`src/rtl/ctrl_arb_pkg.sv`:
```
// Shared constants and types for the Sprint1 control-source arbiter.
// Optional feature macro: CTRL_ARB_ROUNDROBIN_EN (see ctrl_arb_pick).
package ctrl_arb_pkg;

    localparam int unsigned CTL_RIGHT  = 0;
    localparam int unsigned CTL_LEFT   = 1;
    localparam int unsigned CTL_GAS    = 2;
    localparam int unsigned CTL_GEARUP = 3;
    localparam int unsigned CTL_GEARDN = 4;
    localparam int unsigned CTL_START  = 5;
    localparam int unsigned CTL_COIN   = 6;
    localparam int unsigned CTL_W      = 7;

    // Owner index width; supports up to four sources.
    localparam int unsigned IDX_W = 2;

    typedef enum logic [0:0] {
        IDLE,
        OWNED
    } arb_state_t;

endpackage

```
`src/rtl/ctrl_arb_pick.sv`:
```
// Combinational source selector: picks one requesting source, optionally skipping one index.
// CTRL_ARB_ROUNDROBIN_EN: search starts at 'start'; otherwise fixed priority, lowest index first.
module ctrl_arb_pick
    import ctrl_arb_pkg::*;
#(
    parameter int unsigned NSRC = 3
) (
    input  logic [NSRC-1:0]  req,
    input  logic             excl_en,
    input  logic [IDX_W-1:0] excl,
    input  logic [IDX_W-1:0] start,
    output logic             valid,
    output logic [IDX_W-1:0] index
);

    logic [IDX_W-1:0] base;

`ifdef CTRL_ARB_ROUNDROBIN_EN
    assign base = start;
`else
    logic unused_start;
    assign unused_start = ^start;
    assign base = '0;
`endif

    // Each eligible source gets its rotational distance from base; the smallest distance wins.
    always_comb begin
        int unsigned b;
        int unsigned d;
        int unsigned best_d;
        b      = {{(32 - IDX_W){1'b0}}, base};
        d      = 0;
        best_d = NSRC;
        valid  = 1'b0;
        index  = '0;
        for (int unsigned j = 0; j < NSRC; j++) begin
            d = (j >= b) ? (j - b) : (j + NSRC - b);
            if (req[j] && !(excl_en && (excl == IDX_W'(j))) && (d < best_d)) begin
                best_d = d;
                valid  = 1'b1;
                index  = IDX_W'(j);
            end
        end
    end

endmodule

```
`src/rtl/ctrl_src_arbiter.sv`:
```
// Shares one player control set between NSRC sources; coin/start are merged from all sources.
// Build option CTRL_ARB_ROUNDROBIN_EN selects round-robin instead of fixed-priority grants.
module ctrl_src_arbiter
    import ctrl_arb_pkg::*;
#(
    parameter int unsigned NSRC       = 3,
    parameter int unsigned PRESCALE   = 12000,
    parameter int unsigned IDLE_TICKS = 2000
) (
    input  logic                  clk_sys,
    input  logic                  Reset_n,
    input  logic [NSRC*CTL_W-1:0] src_ctl_i,
    input  logic                  game_active_i,
    output logic [CTL_W-1:0]      ctl_o,
    output logic [IDX_W-1:0]      owner_o,
    output logic                  owner_valid_o,
    output logic                  handover_o
);

    localparam int unsigned PRESC_W = (PRESCALE > 1) ? $clog2(PRESCALE) : 1;
    localparam int unsigned IDLE_W  = $clog2(IDLE_TICKS + 1);

    arb_state_t        state;
    logic [PRESC_W-1:0] presc;
    logic [IDLE_W-1:0]  idle;
    logic               arm_up;
    logic               arm_dn;

    logic [CTL_W-1:0]   src [NSRC];
    logic [NSRC-1:0]    act;
    logic [CTL_GEARDN:0] own;
    logic               coin_any;
    logic               start_any;
    logic               hold;
    logic               tick;
    logic               timeout;
    logic [PRESC_W-1:0] presc_next;
    logic [IDLE_W-1:0]  idle_next;

    logic               pick_valid;
    logic [IDX_W-1:0]   pick_idx;
    logic [IDX_W-1:0]   rr_start;
    logic               grant;

    for (genvar s = 0; s < NSRC; s++) begin : g_src
        assign src[s] = src_ctl_i[s*CTL_W +: CTL_W];
        assign act[s] = |src[s][CTL_GEARDN:CTL_RIGHT];
    end

`ifdef CTRL_ARB_ROUNDROBIN_EN
    logic [IDX_W-1:0] last;
    assign rr_start = (last == IDX_W'(NSRC - 1)) ? '0 : last + 1'b1;
`else
    assign rr_start = '0;
`endif

    always_comb begin
        coin_any  = 1'b0;
        start_any = 1'b0;
        own       = '0;
        for (int s = 0; s < NSRC; s++) begin
            coin_any  = coin_any | src[s][CTL_COIN];
            start_any = start_any | src[s][CTL_START];
            if (owner_o == IDX_W'(s)) begin
                own = src[s][CTL_GEARDN:CTL_RIGHT];
            end
        end
        // Activity or a running race restarts the whole timeout, prescaler phase included.
        hold       = (|own) | game_active_i;
        tick       = (presc == PRESC_W'(PRESCALE - 1));
        presc_next = (hold || tick) ? '0 : presc + 1'b1;
        if (hold) begin
            idle_next = '0;
        end else if (tick && (idle != IDLE_W'(IDLE_TICKS))) begin
            idle_next = idle + 1'b1;
        end else begin
            idle_next = idle;
        end
        timeout = !hold && (idle_next == IDLE_W'(IDLE_TICKS));
    end

    ctrl_arb_pick #(
        .NSRC (NSRC)
    ) u_pick (
        .req     (act),
        .excl_en (state == OWNED),
        .excl    (owner_o),
        .start   (rr_start),
        .valid   (pick_valid),
        .index   (pick_idx)
    );

    assign grant = (state == IDLE) ? pick_valid : (timeout && pick_valid);

    always_ff @(posedge clk_sys) begin
        if (!Reset_n) begin
            state         <= IDLE;
            ctl_o         <= '0;
            owner_o       <= '0;
            owner_valid_o <= 1'b0;
            handover_o    <= 1'b0;
            presc         <= '0;
            idle          <= '0;
            arm_up        <= 1'b0;
            arm_dn        <= 1'b0;
`ifdef CTRL_ARB_ROUNDROBIN_EN
            last          <= IDX_W'(NSRC - 1);
`endif
        end else begin
            handover_o      <= 1'b0;
            ctl_o[CTL_COIN]  <= coin_any;
            ctl_o[CTL_START] <= start_any;
            case (state)
                IDLE: begin
                    ctl_o[CTL_GEARDN:CTL_RIGHT] <= '0;
                end
                OWNED: begin
                    ctl_o[CTL_RIGHT]  <= own[CTL_RIGHT];
                    ctl_o[CTL_LEFT]   <= own[CTL_LEFT];
                    ctl_o[CTL_GAS]    <= own[CTL_GAS];
                    ctl_o[CTL_GEARUP] <= own[CTL_GEARUP] & arm_up;
                    ctl_o[CTL_GEARDN] <= own[CTL_GEARDN] & arm_dn;
                end
                default: begin
                    ctl_o[CTL_GEARDN:CTL_RIGHT] <= '0;
                end
            endcase

            if (grant) begin
                state         <= OWNED;
                owner_o       <= pick_idx;
                owner_valid_o <= 1'b1;
                handover_o    <= 1'b1;
                presc         <= '0;
                idle          <= '0;
                // A gear held through the grant must be released before it can shift.
                arm_up        <= 1'b0;
                arm_dn        <= 1'b0;
`ifdef CTRL_ARB_ROUNDROBIN_EN
                last          <= pick_idx;
`endif
            end else if (state == OWNED) begin
                presc  <= presc_next;
                idle   <= idle_next;
                arm_up <= arm_up | ~own[CTL_GEARUP];
                arm_dn <= arm_dn | ~own[CTL_GEARDN];
            end else begin
                state <= IDLE;
            end
        end
    end

endmodule

```
`config.mk`:
```
export PLATFORM = sky130hd
export DESIGN_NAME = ctrl_src_arbiter
export DESIGN_NICKNAME = d
export VERILOG_FILES = /design/src/rtl/ctrl_arb_pkg.sv /design/src/rtl/ctrl_arb_pick.sv /design/src/rtl/ctrl_src_arbiter.sv
export SDC_FILE = /design/constraint.sdc
export NUM_CORES = 1
export LEC_CHECK = 0
export BUFFER_PORTS_ARGS = -buffer_cell sky130_fd_sc_hd__clkbuf_2
export CAP_MARGIN = 10
export CORE_MARGIN = 2
export CORE_UTILIZATION = 55
export CTS_BUF_LIST = sky130_fd_sc_hd__clkbuf_8
export DETAILED_ROUTE_END_ITERATION = 10
export HOLD_SLACK_MARGIN = 0.1
export PLACE_DENSITY = 0.78
export REMOVE_ABC_BUFFERS = 1
export SLEW_MARGIN = 10
export SYNTH_ARGS = -nofsm -noshare
export SYNTH_HDL_FRONTEND = slang
export SYNTH_SLANG_ARGS = --single-unit
```
`constraint.sdc`:
```
create_clock -name clk_sys -period 5 [get_ports clk_sys]
set_clock_uncertainty 0.15 [all_clocks]
set_input_delay 0.25 -clock clk_sys [delete_from_list [all_inputs] [get_ports clk_sys]]
set_output_delay 0.25 -clock clk_sys [all_outputs]
set_load 0.01 [all_outputs]
```
==> run_results.csv, run 1 <==
group,metric,value,unit
status,status,"completed",
hold_path,hold_class,"input port to flop",
route,wl,4810,µm
route,first_pass_iters,4,
pwr,p_seq_share,50.6,%
pwr,p_int,490,µW
pwr,pwr-share-clk,40.8,%
global_routing,grt_antenna_before_repair,0,
global_routing,wire_length_of_the_first_global_routing_pass,7880,µm
die,die-height,67.4,µm
pwr,proportion_of_total_power_due_to_net_switching,23.2,%
yosys,synth_top_area_share,35.3,%
layout,layout.cells.most_common_list,"48 x sky130_fd_sc_hd__nor2_1, 39 x sky130_fd_sc_hd__dfxtp_1, 34 x sky130_fd_sc_hd__clkbuf_2",
yosys,synth.yosys.seq_area_share,35.3,%
clock_tree,tritoncts_num_sinks,39,
layout,antenna_cells,0,
route,detail_route.vias_per_cell,5.87,
die,placeable_core_region,3940,µm²
clock_tree,clk-insertion-delay-late,0.29,ns
pwr,irDropWorstVdd,0.143,mV
timing,grt_setup_unrepaired,"no",
place,post-dp-hpwl,3540,µm
clock_tree,cts_tree,"built",
yosys,synthArstFlopShare,0,%
global_routing,grt_start_max_net_pins,25,
critical_path,worstSetupStartpointType,"flop",
critical_path,critical_path_required,5.01,ns
critical_path,arrival,2.98,ns
timing,tightest_slew,0.776,ns
yosys,synth.ff_latch_count,39,
pwr,cellLeakagePower,0.943,nW
pwr,switching_power,148,µW
clock_tree,post_cts_resized,0,
clock_tree,ctsHtreeMaxLevel,2,
place,gp_congestion,0.968,
layout,mostFrequentLayoutCell,"sky130_fd_sc_hd__nor2_1",
pwr,design_power_total,638,µW
die,dieArea,4540,µm²
critical_path,crit_path_class,"flop to flop",
global_routing,grt_pass1_vias,1838,
die,floorplan.initialDensity,56.1,%
timing,max_freq,336,MHz
yosys,syn_area_cell,8.22,µm²
yosys,synth.yosys.warnings,0,
timing,tns,0,ns
clock_tree,clkSlewWorstSetupHoldPaths,0.08,ns
layout,final_net_count,329,
timing,max_slew_margin,48.2,%
yosys,synth.cell_area,2210,µm²
route,drt_iter0_drc,128,
critical_path,critical_path.max_fanout,13,
route,drc,0,
critical_path,worst_setup_path_end_kind,"flop",
clock_tree,clk_path_buf_depth,2,
yosys,syn_inst,269,
run,timing.max_cap.violations,0,
global_routing,grt.total_usage,22.7,%
yosys,yosys.area.top_type,"sky130_fd_sc_hd__dfxtp_1",
pwr,combPwrFrac,8.5,%
clock_tree,ctsRootBufferMaster,"sky130_fd_sc_hd__clkbuf_8",
yosys,synth_edf_count,0,
route,routed-via-count,2071,
route,detail_route.wl_per_cell,13.6,µm
timing,setup_viol,0,
route,route.antenna.remaining_nets,0,
timing,final-hold-violation-count,0,
layout,area_delta_synth_final,13.9,%
die,fp.dieW,67.4,µm
place,placement.io_buffers,34,
global_routing,grt_remaining_overflow,0,
timing,post-route-period-util,59.5,%
die,std_cell_rows,23,
clock_tree,cts_inserted_buffers,5,
pwr,cellPowerDensity,253,nW/µm²
yosys,netlist-cell-type-count,51,
timing,fin_crit,2.98,ns
die,io_pins,35,
layout,post_route_cells_drive_above_1_share,16.8,%
clock_tree,post-cts-setup-buffers,0,
yosys,synth.area.top_cells,"sky130_fd_sc_hd__dfxtp_1 35%, sky130_fd_sc_hd__nor2_1 8.1%, sky130_fd_sc_hd__xor2_1 5.1%",
timing,timing_max_transition_violations_final,0,
yosys,most_frequently_used_flop_master_after_synthesis,"sky130_fd_sc_hd__dfxtp_1",
what timing repair did:
| action | 4_1_cts | 5_1_grt |
|---|---|---|
| hold buffers | 4 | 0 |
| hold endpoints to repair | 2 | 0 |
| endpoints found under the setup margin | 0 | 0 |
worst paths after layout:
check,from,endpoint,slack (ns),depth (start not counted)
max,presc[0],presc[8],2.02,8
min,src_ctl_i[15],ctl_o[1],0.10,3
max reg2reg,presc[0],presc[8],2.02,8
min reg2reg,arm_up,ctl_o[3],0.31,2
per-stage QoR:
step	utilization (%)	area [µm²]	hold WS [ns]	instances	worst slack, ns
2_1_floorplan	-	2130	0.217	257	2.43
3_3_place_gp	60.0	2370	0.295	341	2.15
3_5_place_dp	60.0	2370	0.301	341	2.06
4_1_cts	63.9	2520	0.104	353	2.06
5_1_grt	63.9	2520	0.117	353	1.80
6_report	63.9	2520	0.103	353	2.02
cells by family after synthesis:
family          count (synthesis)  share of synthesized area, %
compound gates                 55                          17.3
buf+inv                        17                          4.36
xor+xnor                       17                          6.73
mux                             8                          3.62
fa+ha+maj                       3                          1.70
simple gates                  130                          31.0
flops                          39                          35.3
power by group through the flow:
stage	registers [mW]	logic (mW)	clock network [mW]
after global placement	0.330	0.0510	0
after floorplan	0.331	0.0267	0
final	0.323	0.0544	0.261
after detailed placement	0.330	0.0515	0
after global routing	0.324	0.0602	0.280
after CTS	0.323	0.0546	0.265
cell type report:
cell class	count	area [µm²]
clock buffers	5	68.8
clock inverters	3	43.8
fillers	335	1420
inverters	5	18.8
multi-input cells	213	1330
flip-flops and latches	39	781
well taps	50	62.6
repair buffers	38	210
synthesized netlist by cell type (4+ instances only):
cell type                   instances
sky130_fd_sc_hd__a21oi_1           16
sky130_fd_sc_hd__a2bb2oi_1          5
sky130_fd_sc_hd__and3_1             7
sky130_fd_sc_hd__clkbuf_1           5
sky130_fd_sc_hd__dfxtp_1           39
sky130_fd_sc_hd__inv_1              5
sky130_fd_sc_hd__mux2i_1            8
sky130_fd_sc_hd__nand2_1           18
sky130_fd_sc_hd__nand2b_1           4
sky130_fd_sc_hd__nand3_1           15
sky130_fd_sc_hd__nand4_1            7
sky130_fd_sc_hd__nor2_1            48
sky130_fd_sc_hd__o21ai_0           13
sky130_fd_sc_hd__xnor2_1            4
sky130_fd_sc_hd__xor2_1            13
worst max-delay path, stage by stage, from the launching register on:
cell	delay [ns]
sky130_fd_sc_hd__dfxtp_1	0.37
sky130_fd_sc_hd__ha_1	0.22
sky130_fd_sc_hd__and4b_1	0.22
sky130_fd_sc_hd__and4b_1	0.43
sky130_fd_sc_hd__o2111ai_1	0.19
sky130_fd_sc_hd__a211oi_1	0.30
sky130_fd_sc_hd__nand3_1	0.22
sky130_fd_sc_hd__o2111ai_2	0.61
sky130_fd_sc_hd__nor2_1	0.11
registers in the layout (all words and copies together), names as in the netlist:
signal and cells:
owner_valid_o 1, state 1, arm_dn 1, handover_o 1, owner_o 2, idle 11, arm_up 1, ctl_o 7
presc 14
metal layers:
layer | share of wire, % | vias up | wire length, µm | global-route usage [%]
met5 | 0 | - | 0 | 0
met4 | 0.71 | 0 | 34 | 9.69
met3 | 7.0 | 4 | 335 | 5.67
met2 | 45 | 69 | 2190 | 36.8
met1 | 47 | 960 | 2260 | 28.7
li1 | - | 1038 | - | -
No activity file was read; power rests on OpenSTA's default activity.
==> run 2, diff against run 1 <==
Clock period 5 ns to 2.91 ns, I/O delays scaled along.
==> run_results.csv, run 2 (synthesis gave the netlist of run 1 again) <==
group,metric,value,unit
die,std_cell_rows,23,
timing,tightest_slew,0.389,ns
timing,setup_viol,0,
status,status,"completed",
place,dpl.cell_count,347,
critical_path,critical_path_required,2.94,ns
hold_path,min-delay-start,"Reset_n",
clock_tree,tritoncts_num_sinks,39,
hold_path,hold_class,"input port to flop",
global_routing,grt_pass1_vias,1807,
critical_path,critPathLaunch,"presc[0]",
global_routing,grt_remaining_overflow,0,
layout,register_name_with_the_most_flops,"presc",
timing,fin_crit,2.69,ns
global_routing,grt_antenna_before_repair,0,
critical_path,crit_path_class,"flop to flop",
global_routing,wire_length_of_the_first_global_routing_pass,8060,µm
layout,largest_register_ff_count,14,
die,io_pins,35,
critical_path,worst_setup_path_end_kind,"flop",
run,timing.max_cap.violations,0,
clock_tree,clk-insertion-delay-late,0.29,ns
route,first_pass_iters,4,
layout,final.fill_count,312,
route,drt_iter0_drc,92,
layout,post_route_cells_drive_above_1_share,18.5,%
global_routing,grt_start_max_net_pins,17,
critical_path,critical_path.max_fanout,13,
critical_path,worstReg2RegStart,"presc[0]",
timing,timing_max_transition_violations_final,0,
timing,max_freq,372,MHz
clock_tree,ctsRootBufferMaster,"sky130_fd_sc_hd__clkbuf_8",
die,placeable_core_region,3940,µm²
layout,layout.area.seq,781,µm²
clock_tree,clk_path_buf_depth,2,
clock_tree,ctsHtreeMaxLevel,2,
layout,final_net_count,339,
route,detail_route.wl_per_cell,13.7,µm
timing,tns,0,ns
route,routed-via-count,2104,
pwr,cellPowerDensity,422,nW/µm²
route,drc,0,
timing,grt_setup_unrepaired,"no",
die,fp.dieW,67.4,µm
layout,mostFrequentLayoutCell,"sky130_fd_sc_hd__nor2_1",
timing,final-hold-violation-count,0,
layout,antenna_cells,0,
layout,layout.cells.most_common_list,"48 x sky130_fd_sc_hd__nor2_1, 39 x sky130_fd_sc_hd__dfxtp_1, 34 x sky130_fd_sc_hd__clkbuf_2",
layout,layout_top_registers,"presc x14, idle x11, ctl_o x7",
layout,area_used_by_multi_input_combinational_logic,1340,µm²
pwr,irDropWorstVdd,0.211,mV
layout,final_core_util,66.4,%
die,floorplan.initialDensity,56.1,%
place,post-dp-hpwl,3590,µm
place,placement.io_buffers,34,
place,gp_congestion,0.918,
clock_tree,clkSlewWorstSetupHoldPaths,0.08,ns
die,dieArea,4540,µm²
route,route.antenna.remaining_nets,0,
die,die-height,67.4,µm
clock_tree,post-cts-setup-buffers,0,
route,wl,4990,µm
layout,fin_cells,363,
route,detail_route.vias_per_cell,5.80,
pwr,cellLeakagePower,0.993,nW
global_routing,grt.total_usage,23.5,%
timing,max_slew_margin,74.1,%
critical_path,arrival,2.72,ns
timing,post-route-period-util,92.3,%
clock_tree,cts_tree,"built",
critical_path,worstSetupStartpointType,"flop",
clock_tree,cts_inserted_buffers,5,
layout,area_delta_synth_final,18.4,%
[run 2: cell types whose count changed in the layout (fill, tap and decap cells not counted)]
cell	previous run	this run
sky130_fd_sc_hd__dlygate4sd3_1	4	8
sky130_fd_sc_hd__and4b_1	2	1
sky130_fd_sc_hd__buf_4	0	5
sky130_fd_sc_hd__and4b_2	0	1
sky130_fd_sc_hd__buf_12	0	1
[run 2: final timing paths]
| kind | slack, ns | cells past startpoint | endpoint |
|---|---|---|---|
| setup / recovery | 0.22 | 9 | presc[3] |
| hold / removal | 0.12 | 2 | state |
| setup reg to reg | 0.22 | 9 | presc[3] |
| hold reg to reg | 0.31 | 2 | ctl_o[4] |
[run 2: final cells by class]
class | count | area share, %
flip-flops and latches | 39 | 29.8
clock inverters | 3 | 1.67
repair buffers | 48 | 11.8
inverters | 5 | 0.717
clock buffers | 5 | 2.63
well taps | 50 | 2.39
multi-input cells | 213 | 51.0
[run 2: power by group]
group,switching [mW],internal [mW]
Sequential,0.00850,0.543
Combinational,0.0556,0.0514
Clock,0.191,0.255
Total,0.256,0.850
[run 2: through the flow]
step | hold slack (ns) | setup slack, ns | total power [mW] | instance area [µm²]
floorplan | 0.113 | 0.342 | 0.615 | 2130
global placement | 0.207 | 0.228 | 0.660 | 2420
detailed placement | 0.205 | 0.169 | 0.662 | 2420
CTS | 0.111 | 0.115 | 1.12 | 2620
global route | 0.132 | 0.0274 | 1.16 | 2620
finish | 0.115 | 0.225 | 1.11 | 2620
[run 2: per-layer routing]
layer	vias to the layer above	track usage [%]	share of wire (%)	routed length [µm]
li1	1062	-	-	-
met4	0	8.67	1.4	68
met2	72	40.0	46	2310
met1	963	28.9	46	2280
met3	7	5.33	6.7	335
met5	-	0	0	0
[run 2: timing repair]
| item | CTS | global route |
|---|---|---|
| endpoints found under the hold margin | 7 | 0 |
| hold buffers | 8 | 0 |
| gates resized for setup | 0 | 1 |
| setup endpoints to repair | 0 | 27 |
[run 2: critical path, cell delays in order, from the launching register on]
cell	delay (ns)
sky130_fd_sc_hd__dfxtp_1	0.38
sky130_fd_sc_hd__ha_1	0.23
sky130_fd_sc_hd__and4b_1	0.22
sky130_fd_sc_hd__nand4b_1	0.21
sky130_fd_sc_hd__nor2_1	0.26
sky130_fd_sc_hd__mux2i_1	0.35
sky130_fd_sc_hd__nand3_1	0.26
sky130_fd_sc_hd__o2111ai_2	0.24
sky130_fd_sc_hd__buf_4	0.21
sky130_fd_sc_hd__nor2_1	0.07
==> run 3, diff against run 2 <==
Settings changed: ABC_CLOCK_PERIOD_IN_PS from default to 2910, HOLD_SLACK_MARGIN 0.1 to 0.12, REMOVE_ABC_BUFFERS 1 to default.
==> run_results.csv, run 3 (synthesis gave the netlist of run 1 again) <==
group,metric,value,unit
timing,fin_crit,2.73,ns
layout,register_name_with_the_most_flops,"presc",
timing,tns,0,ns
die,fp.dieW,67.4,µm
layout,final.fill_count,327,
layout,final_net_count,342,
layout,antenna_cells,0,
global_routing,grt_antenna_before_repair,0,
clock_tree,cts_inserted_buffers,5,
run,timing.max_cap.violations,0,
status,status,"completed",
die,io_pins,35,
layout,area_delta_synth_final,18.3,%
global_routing,grt_remaining_overflow,0,
pwr,cellLeakagePower,0.991,nW
hold_path,whs_path_depth,4,
layout,layout.area.seq,781,µm²
clock_tree,clkSlewWorstSetupHoldPaths,0.08,ns
route,routed-via-count,2164,
place,gp_congestion,0.873,
route,wl,5620,µm
route,detail_route.wl_per_cell,15.3,µm
timing,final-hold-violation-count,0,
layout,largest_register_ff_count,14,
timing,setup_viol,0,
critical_path,crit_path_class,"flop to flop",
clock_tree,clk_path_buf_depth,2,
route,drc,0,
critical_path,critical_path_required,2.95,ns
critical_path,worst_setup_path_end_kind,"flop",
layout,layout_top_registers,"presc x14, idle x11, ctl_o x7",
place,placement.io_buffers,34,
yosys,mappedNetlistNets,296,
clock_tree,ctsRootBufferMaster,"sky130_fd_sc_hd__clkbuf_8",
global_routing,wire_length_of_the_first_global_routing_pass,8940,µm
clock_tree,tritoncts_num_sinks,39,
clock_tree,ctsHtreeMaxLevel,2,
pwr,cellPowerDensity,396,nW/µm²
layout,layout.cells.most_common_list,"48 x sky130_fd_sc_hd__nor2_1, 39 x sky130_fd_sc_hd__dfxtp_1, 34 x sky130_fd_sc_hd__clkbuf_2",
hold_path,hold_class,"input port to flop",
route,route.antenna.remaining_nets,0,
pwr,irDropWorstVdd,0.295,mV
clock_tree,post-cts-setup-buffers,0,
critical_path,critical_path.max_fanout,13,
global_routing,grt.total_usage,26.0,%
route,detail_route.vias_per_cell,5.91,
timing,post-route-period-util,93.7,%
timing,grt_setup_unrepaired,"no",
die,die-height,67.4,µm
place,dpl.cell_count,350,
global_routing,grt_pass1_vias,2086,
layout,area_used_by_multi_input_combinational_logic,1340,µm²
critical_path,rr_worst_depth,9,
global_routing,grt_start_max_net_pins,23,
die,floorplan.initialDensity,56.1,%
die,std_cell_rows,23,
timing,max_freq,367,MHz
die,placeable_core_region,3940,µm²
clock_tree,cts_tree,"built",
critical_path,worstSetupStartpointType,"flop",
layout,final_core_util,66.4,%
timing,tightest_slew,0.329,ns
layout,post_route_cells_drive_above_1_share,19.3,%
route,first_pass_iters,4,
place,post-dp-hpwl,3980,µm
route,drt_iter0_drc,82,
timing,max_slew_margin,77.8,%
layout,mostFrequentLayoutCell,"sky130_fd_sc_hd__nor2_1",
timing,timing_max_transition_violations_final,0,
critical_path,arrival,2.76,ns
layout,fin_cells,366,
clock_tree,clk-insertion-delay-late,0.29,ns
die,dieArea,4540,µm²
[run 3: changes by cell type in the layout (fill, tap and decap cells not counted)]
cell | previous run | this run
sky130_fd_sc_hd__bufinv_16 | 1 | 0
sky130_fd_sc_hd__clkinvlp_4 | 0 | 2
sky130_fd_sc_hd__clkinv_4 | 1 | 0
sky130_fd_sc_hd__buf_4 | 5 | 8
[run 3: cell type report]
cell class                      instances  share of cell area [%]
Multi-Input combinational cell        213                    51.0
Tap cell                               50                    2.39
Timing Repair Buffer                   51                    12.6
Inverter                                5                   0.717
Sequential cell                        39                    29.8
Clock inverter                          3                   0.765
Clock buffer                            5                    2.63
[run 3: final timing paths]
kind                     start        to  slack (ns)
setup / recovery      presc[0]  presc[7]        0.18
hold / removal    src_ctl_i[7]     state        0.12
setup reg to reg      presc[0]  presc[7]        0.18
hold reg to reg         arm_up  ctl_o[3]        0.31
[run 3: metal layers]
| metal | wire length, µm | track usage (%) | up-vias |
|---|---|---|---|
| met3 | 292 | 5.50 | 13 |
| met1 | 2460 | 29.9 | 1008 |
| li1 | - | - | 1064 |
| met2 | 2730 | 45.7 | 79 |
| met4 | 135 | 12.8 | 0 |
| met5 | 0 | 0 | - |
[run 3: timing repair]
action | CTS | global route
setup endpoints to repair | 0 | 15
hold buffers | 8 | 0
hold endpoints to repair | 8 | 0
resized for setup | 0 | 1
[run 3: critical path: stages (launching register included)]
cell and delay, ns:
sky130_fd_sc_hd__dfxtp_1 0.38, sky130_fd_sc_hd__ha_1 0.23, sky130_fd_sc_hd__and4b_1 0.23, sky130_fd_sc_hd__nand4b_1 0.22, sky130_fd_sc_hd__nor2_1 0.26, sky130_fd_sc_hd__mux2i_1 0.33, sky130_fd_sc_hd__nand3_1 0.24, sky130_fd_sc_hd__o2111ai_2 0.25
sky130_fd_sc_hd__buf_4 0.23, sky130_fd_sc_hd__nor2_1 0.08
[run 3: where the power goes]
group / leakage (nW) / internal (mW) / switching, mW / total [mW]
sequential: 0.317 / 0.543 / 0.00679 / 0.550
combinational: 0.634 / 0.0525 / 0.0605 / 0.113
clock: 0.0402 / 0.167 / 0.205 / 0.372
total: 0.991 / 0.763 / 0.272 / 1.03
[run 3: stage by stage]
step	area [µm²]	power, mW	hold WS (ns)	setup slack [ns]
2_1_floorplan	2210	0.621	0.113	0.402
3_5_place_dp	2450	0.665	0.204	0.158
6_report	2620	1.03	0.125	0.183
3_3_place_gp	2450	0.662	0.202	0.212
4_1_cts	2620	1.03	0.121	0.125
5_1_grt	2620	1.07	0.135	0.0226
